`src/rtl/trace_readout_ctrl.sv`:
```
`default_nettype none
// ============================================================================
// trace_readout_ctrl : uploads a completed capture from the packet RAM to the
//                      HUB registers two packets per read command, oldest first
// Revision 1.0 - initial release
// ============================================================================
module trace_readout_ctrl #(
  parameter int SAMPLE_PACKET_WIDTH = 32,
  parameter int ADDR_WIDTH          = 12
) (
  input  logic                           clk,
  input  logic                           reset,
  input  logic                           capture_start,
  input  logic                           capture_done,
  input  logic [ADDR_WIDTH-1:0]          wr_ptr,
  input  logic [31:0]                    stored_count,
  input  logic                           read_req,
  output logic                           mem_rd_en,
  output logic [ADDR_WIDTH-1:0]          mem_rd_addr,
  input  logic [SAMPLE_PACKET_WIDTH-1:0] mem_rd_data,
  output logic [63:0]                    out_data,
  output logic                           out_valid,
  output logic [1:0]                     out_count,
  output logic [31:0]                    remaining,
  output logic                           trace_ready,
  output logic                           busy,
  output logic                           rd_err
);

  localparam logic [32:0] DEPTH_W = 33'(2**ADDR_WIDTH);

  if (SAMPLE_PACKET_WIDTH != 32) begin : g_width_check
    $error("trace_readout_ctrl: SAMPLE_PACKET_WIDTH must be 32");
  end

  typedef enum logic [2:0] {
    IDLE  = 3'd0,
    READY = 3'd1,
    RD0   = 3'd2,
    RD1   = 3'd3,
    LATCH = 3'd4
  } state_t;

  state_t                         state;
  logic [ADDR_WIDTH-1:0]          rd_ptr;
  logic [31:0]                    remaining_q;
  logic [SAMPLE_PACKET_WIDTH-1:0] lo_q;
  logic                           two_q;
  logic [63:0]                    data_q;
  logic [1:0]                     count_q;
  logic                           valid_q;
  logic                           trace_ready_q;
  logic                           rd_err_q;
  logic                           mem_rd_en_q;
  logic [ADDR_WIDTH-1:0]          mem_rd_addr_q;

  logic [31:0]                    n_cap;
  logic [1:0]                     cnt;
  logic [SAMPLE_PACKET_WIDTH-1:0] hi;
  logic                           latch_ok;

  assign n_cap = ({1'b0, stored_count} > DEPTH_W) ? DEPTH_W[31:0] : stored_count;
  assign cnt   = two_q ? 2'd2 : 2'd1;
  assign hi    = two_q ? mem_rd_data : '0;

  // The high packet only arrives during LATCH, so that cycle presents it
  // straight from the RAM; a simultaneous capture event or reset cancels it.
  assign latch_ok = (state == LATCH) && !capture_done && !capture_start && !reset;

  always_ff @(posedge clk) begin
    if (reset) begin
      state         <= IDLE;
      rd_ptr        <= '0;
      remaining_q   <= '0;
      lo_q          <= '0;
      two_q         <= 1'b0;
      data_q        <= '0;
      count_q       <= '0;
      valid_q       <= 1'b0;
      trace_ready_q <= 1'b0;
      rd_err_q      <= 1'b0;
      mem_rd_en_q   <= 1'b0;
      mem_rd_addr_q <= '0;
    end else begin
      valid_q     <= 1'b0;
      rd_err_q    <= 1'b0;
      mem_rd_en_q <= 1'b0;
      if (capture_done) begin
        rd_ptr        <= wr_ptr - n_cap[ADDR_WIDTH-1:0];
        remaining_q   <= n_cap;
        trace_ready_q <= 1'b1;
        state         <= READY;
      end else if (capture_start) begin
        remaining_q   <= '0;
        trace_ready_q <= 1'b0;
        state         <= IDLE;
      end else begin
        case (state)
          IDLE: rd_err_q <= read_req;
          READY: begin
            if (read_req) begin
              if (remaining_q == 32'd0) begin
                valid_q <= 1'b1;
                data_q  <= '0;
                count_q <= 2'd0;
              end else begin
                mem_rd_en_q   <= 1'b1;
                mem_rd_addr_q <= rd_ptr;
                state         <= RD0;
              end
            end
          end
          RD0: begin
            rd_err_q <= read_req;
            two_q    <= (remaining_q >= 32'd2);
            if (remaining_q >= 32'd2) begin
              mem_rd_en_q   <= 1'b1;
              mem_rd_addr_q <= rd_ptr + ADDR_WIDTH'(1);
            end
            state <= RD1;
          end
          RD1: begin
            rd_err_q <= read_req;
            lo_q     <= mem_rd_data;
            state    <= LATCH;
          end
          LATCH: begin
            rd_err_q    <= read_req;
            data_q      <= {hi, lo_q};
            count_q     <= cnt;
            remaining_q <= remaining_q - 32'(cnt);
            rd_ptr      <= rd_ptr + ADDR_WIDTH'(cnt);
            state       <= READY;
          end
          default: state <= IDLE;
        endcase
      end
    end
  end

  assign mem_rd_en   = mem_rd_en_q;
  assign mem_rd_addr = mem_rd_addr_q;
  assign out_valid   = valid_q | latch_ok;
  assign out_data    = latch_ok ? {hi, lo_q} : data_q;
  assign out_count   = latch_ok ? cnt : count_q;
  assign remaining   = remaining_q;
  assign trace_ready = trace_ready_q;
  assign busy        = (state == RD0) || (state == RD1) || (state == LATCH);
  assign rd_err      = rd_err_q;

endmodule
`default_nettype wire

```
`config.mk`:
```
export PLATFORM = sky130hd
export DESIGN_NAME = trace_readout_ctrl
export DESIGN_NICKNAME = d
export VERILOG_FILES = /design/src/rtl/trace_readout_ctrl.sv
export SDC_FILE = /design/constraint.sdc
export NUM_CORES = 1
export LEC_CHECK = 0
export ABC_AREA = 0
export CAP_MARGIN = 20
export CORE_ASPECT_RATIO = 0.7
export CORE_MARGIN = 8
export CORE_UTILIZATION = 50
export DETAILED_ROUTE_END_ITERATION = 16
export PLACE_DENSITY = 0.85
export SLEW_MARGIN = 20
export SYNTH_ARGS = -nofsm -noshare
export SYNTH_HDL_FRONTEND = slang
export SYNTH_SLANG_ARGS = --single-unit
```
`constraint.sdc`:
```
create_clock -name clk -period 6.3 [get_ports clk]
set_clock_uncertainty 0.1 [all_clocks]
set_input_delay 1.89 -clock clk [delete_from_list [all_inputs] [get_ports clk]]
set_output_delay 1.89 -clock clk [all_outputs]
set_load 0.1 [all_outputs]
```
==> results.cfg <==
[status]
status = completed

[critical_path]
start_kind = input pin
worstPathMaxFanout = 66
path_class = input pin to output pin
arrival_ns = 3.98
endpoint_kind = output pin
critical_path_required_ns = 4.31

[global_routing]
grt_pass1_vias = 7187
grt_max_degree = 82
antenna_found_initial = 0
gr-total-overflow = 0
grtUsageTotal = 0.230
grt_pass1_wl_mm = 37.7

[detailed_routing]
routed_wl_mm = 23.3
drc = 0
vias = 7628
first_pass_iters = 5
drtIter0Drc = 752
wl_per_cell_um = 17.5
avgViaCountPerCell = 5.72
ant_nets = 0

[floorplan]
core_um2 = 15300
dieArea_um2 = 19800
io_pins = 196
start_util = 0.506
die_h_um = 120
placementRows = 38
chipWidth_um = 165

[layout]
regArea_um2 = 3240
final_cell_mix = nand2_1 (230), dfxtp_1 (162), clkdlybuf4s50_1 (127)
final_nets = 1221
stdcell_area_um2 = 11100
multi_input_area_um2 = 4240
drive_gt1_frac = 0.118
mostFrequentLayoutCell = nand2_1
area_growth_pct = 43.5
fill_cells = 1119
n_antenna_cell = 0

[placed_design]
pre_cts_ws_ns = 0.345
dpl.hpwl_mm = 16.5
place.gp.congestion = 0.900
io_buffers = 195
placed_area_um2 = 10600

[sta]
setup_viol = 0
finalHoldViolCount = 0
rsz0062_at_grt = no
slew_viol_final = 0
post-route-min-period_ns = 5.97
fmaxAchievable_mhz = 168
fin_crit_sh = 0.947
setup_ws_ns = 0.335
slew_headroom = 0.286
tightest_slew_ns = 1.07

[flow_run]
max_cap_viol_count = 0

[yosys]
yosysSeqAreaShare = 0.418
synthFlopType = dfxtp_1
synth-edff-count = 0
yosysWarningCount = 0
synth-seq-cells = 162
synthCells = 954
ys_types = 56
avgSynthCellArea_um2 = 8.12
syn_nets = 1055
ys_async_sr_fraction = 0
netlist_area_um2 = 7750

[clock_tree]
path_clk_slew_ns = 0.07
cts_hold_buf = 0
htreeDepth = 4
cts_root_buf = clkbuf_16
clk_path_buf_depth = 2
clock-sinks = 162
clk-insertion-delay-late_ns = 0.41
numCtsBuffers = 17
cts-resized-gates = 0
cts_tree = done
cts_setup_buffers = 0

[power_and_ir_drop]
p_per_area_nw_per_um2 = 205
p_leak_nw = 4.26
irDropWorstVdd_mv = 0.160

[hold_path]
hold_class = flip-flop to flip-flop
## power breakdown
group	switching (mW)	internal (mW)
registers	0.0174	1.04
logic	0.144	0.101
clock network	0.445	0.541
total	0.607	1.68
## registers in the layout (all words and copies together), names as in the netlist, 2 cells and up
register	count
data_q	64
rd_ptr	12
mem_rd_addr	12
lo_q	32
state	3
count_q	2
remaining	32
## path summary, 6_finish.rpt
kind         slack, ns  cells after the start             to          from
max               0.33                      7   out_data[58]  capture_done
min               0.36                      2     count_q[0]    count_q[0]
max reg2reg       2.84                     10  remaining[30]         two_q
min reg2reg       0.36                      2     count_q[0]    count_q[0]
## cell usage after synthesis, types with 2 or more instances
| cell | count | area share |
|---|---|---|
| or4_4 | 2 | 0.0029 |
| and4_1 | 2 | 0.0023 |
| nor3b_1 | 3 | 0.0029 |
| buf_6 | 3 | 0.0044 |
| or3_1 | 4 | 0.0032 |
| or2_2 | 3 | 0.0024 |
| xor2_1 | 21 | 0.024 |
| dfxtp_1 | 162 | 0.42 |
| mux2i_1 | 5 | 0.0065 |
| a21o_1 | 8 | 0.0077 |
| a211oi_1 | 24 | 0.023 |
| xnor2_1 | 27 | 0.031 |
| nor3_1 | 24 | 0.015 |
| nand2b_1 | 5 | 0.0040 |
| nand3_1 | 25 | 0.016 |
| or4_1 | 4 | 0.0039 |
| a221oi_1 | 3 | 0.0034 |
| fa_1 | 3 | 0.0077 |
| nor2b_1 | 3 | 0.0024 |
| buf_1 | 2 | 0.00097 |
| inv_1 | 10 | 0.0048 |
| nor4b_1 | 2 | 0.0023 |
| nand2_1 | 231 | 0.11 |
| and2_1 | 2 | 0.0016 |
| clkbuf_1 | 61 | 0.030 |
| nand4_1 | 7 | 0.0056 |
| nor4_1 | 21 | 0.017 |
| and3_1 | 3 | 0.0024 |
| nor2_1 | 77 | 0.037 |
| o21ai_0 | 14 | 0.0090 |
| ha_1 | 17 | 0.027 |
| a22o_1 | 81 | 0.092 |
| a32oi_1 | 3 | 0.0034 |
| nand3b_1 | 4 | 0.0039 |
| a21oi_1 | 62 | 0.040 |
| o31ai_1 | 3 | 0.0029 |
| a31oi_1 | 4 | 0.0032 |
## per-layer routing
layer / track usage / share of wire / up-vias
li1: - / - / 3689
met1: 0.320 / 0.45 / 3576
met2: 0.356 / 0.45 / 337
met3: 0.0523 / 0.090 / 26
met4: 0.0578 / 0.013 / 0
met5: 0 / 0 / -
## worst max-delay path, cell delays in order
cell	delay, ns
clkdlybuf4s50_1	0.53
or2_2	0.24
nor2_1	0.09
nand2_2	0.10
buf_4	0.58
a22o_1	0.31
buf_12	0.19
## cell families (layout without fill, tap and decap cells)
logic type,Yosys count,after routing,synth area share
mux,5,5,0.00646
compound gates,213,213,0.196
buf+inv,77,256,0.0402
xor+xnor,48,48,0.0542
simple gates,429,429,0.249
flops,162,162,0.418
fa+ha+maj,20,20,0.0352
## per-stage QoR
step           total power, mW  hold slack (ns)  std cells  setup TNS [ns]   util
6_report                  2.28            0.359       1333               0  0.726
2_1_floorplan             1.22            0.326        954         -0.0303      -
3_5_place_dp              1.32            0.345       1301               0  0.689
4_1_cts                   2.30            0.362       1333               0  0.726
3_3_place_gp              1.31            0.336       1301               0  0.689
5_1_grt                   2.36            0.386       1333               0  0.726
## cell type report
| type | count | share of cell area |
|---|---|---|
| Inverter | 11 | 0.00371 |
| Timing Repair Buffer | 213 | 0.250 |
| Clock inverter | 13 | 0.0105 |
| Clock buffer | 19 | 0.0407 |
| Multi-Input combinational cell | 715 | 0.381 |
| Sequential cell | 162 | 0.292 |
| Tap cell | 200 | 0.0225 |
Power figures use the tool's default switching activity.
==> variant (config.mk and constraints unchanged) <==
Change the parameter `ADDR_WIDTH` from 12 to 13.
--- a/src/rtl/trace_readout_ctrl.sv
+++ b/src/rtl/trace_readout_ctrl.sv
@@ -6,7 +6,7 @@
 // ============================================================================
 module trace_readout_ctrl #(
   parameter int SAMPLE_PACKET_WIDTH = 32,
-  parameter int ADDR_WIDTH          = 12
+  parameter int ADDR_WIDTH          = 13
 ) (
   input  logic                           clk,
   input  logic                           reset,
Interface: changed (resized mem_rd_addr and wr_ptr); port bits go from 196 to 198. The function was not compared with the original's and may differ.
==> variant against the unedited design <==
- critical path depth up 1
- total power up 6.8%
- sequential cell count is 2 higher
- die area up 4.2%
- combinational power rose by 18%
- wire length increased by 3.5%
- worst setup slack worse by 0.095 ns
- synthesized area up 4.7%
- design area is 3.3% higher
==> variant: results (changes against the unedited design) <==
Nets: 1229 (+0.66%)
P_int: 1790 uW (+6.6%)
Met2 usage: 36.4% (+0.71 points)
M1 wire length: 11.2 mm (+5.9%)
Clock-cell share of area: 5.33% (+0.21 points)
Global-route wire length before repair: 38.6 mm (+2.5%)
Worst setup path endpoint: out_data[46]
Post-DP HPWL: 17.3 mm (+4.6%)
Multi-input gates: 717 (+0.28%)
CP max stage cell: clkdlybuf4s50_1
Met3 usage: 5.88% (+0.65 points)
Setup slack, reg-to-reg: 3.47 ns (+0.63 ns)
Commonest cells in the netlist: nand2_1 (205), dfxtp_1 (164), a22o_1 (96)
Total track usage: 22.8% (-0.22 points)
Worst skew pair latency: 0.43 ns (+0.02 ns)
Inverters: 14 (+3)
Synth warn: 0 (unchanged)
FF-to-FF path depth: 6 (-4)
R2r startpoint: remaining[2]$_SDFFE_PP0P_
Status: complete, no violations
GP Congestion: 0.921 (+2.3%)
Register area share after synthesis: 40.5% (-1.4 points)
Worst setup path startpoint: capture_done
Layout cells sized above 1: 12.6% (+0.82 points)
Average wire per standard cell: 18.0 um (+2.6%)
DR iter-0 viols: 658 (-13%)
FFs w/ async S/R, synth: 0% (unchanged)
Top reg by flops: data_q
End of the worst register-to-register path: mem_rd_addr[8]$_SDFFE_PP0P_
CTS sink count: 164 (+1.2%)
Lkg Pwr: 0.00441 uW (+3.6%)
Peak supply drop: 0.186 mV (+16%)
DR WL met2: 11.1 mm (+6.4%)
Post-synthesis cell type count: 67 (+20%)
Syn_nets: 1064 (+0.85%)
Vias per inst: 5.73 (about the same)
Area contributors post-synth: dfxtp_1 (40%), a22o_1 (10%), nand2_1 (9.5%)
Worst EP arrival: 4.07 ns (+0.09 ns)
DR WL met3: 1.72 mm (-18%)
Final non-clock buffer share: 24.3% (-0.70 points)
Port bufs: 197 (+1.0%)
Slew Limit Headroom: 30.0% (+1.4 points)
Fraction of area in registers: 28.6% (-0.58 points)
Number of global-route vias before repair: 7246 (+0.82%)
Area occupied by multi-input gates: 4490 um2 (+6.0%)
-- variant: worst min path at each step --
stage                                       start  slack (ns)  cells past startpoint                      end
after detailed placement  data_q[33]$_SDFFE_PP0P_        0.36                      1  data_q[33]$_SDFFE_PP0P_
after floorplan           count_q[1]$_SDFFE_PP0P_        0.33                      1  count_q[1]$_SDFFE_PP0P_
after CTS                   lo_q[15]$_SDFFE_PP0P_        0.37                      2    lo_q[15]$_SDFFE_PP0P_
after global placement    count_q[1]$_SDFFE_PP0P_        0.35                      1  count_q[1]$_SDFFE_PP0P_
after global routing       data_q[9]$_SDFFE_PP0P_        0.39                      1   data_q[9]$_SDFFE_PP0P_
final                       lo_q[16]$_SDFFE_PP0P_        0.37                      2    lo_q[16]$_SDFFE_PP0P_
-- variant: power by group through the flow --
stage | combinational (uW) | clock [uW] | sequential, uW
finish | 290 | 1080 | 1070
global placement | 280 | 0 | 1090
detailed placement | 285 | 0 | 1090
global route | 308 | 1130 | 1070
CTS | 287 | 1100 | 1070
floorplan | 136 | 0 | 1130
-- variant: kinds of logic after synthesis --
logic type	after synthesis	synth area share (%)
xor+xnor	49	5.46
fa+ha+maj	21	3.51
buf+inv	80	4.55
simple gates	409	23.8
compound gates	236	22.0
mux	2	0.262
flops	164	40.5
-- variant: stage by stage --
step | area (um2) | hold slack [ns] | std cells | setup WS, ns | util (%)
2_1_floorplan | 8120 | 0.327 | 961 | 0.0847 | -
3_5_place_dp | 10900 | 0.355 | 1312 | 0.251 | 67.5
5_1_grt | 11500 | 0.389 | 1344 | 0.139 | 71.3
6_report | 11500 | 0.373 | 1344 | 0.239 | 71.3
4_1_cts | 11500 | 0.374 | 1344 | 0.250 | 71.3
3_3_place_gp | 10900 | 0.352 | 1312 | 0.297 | 67.5
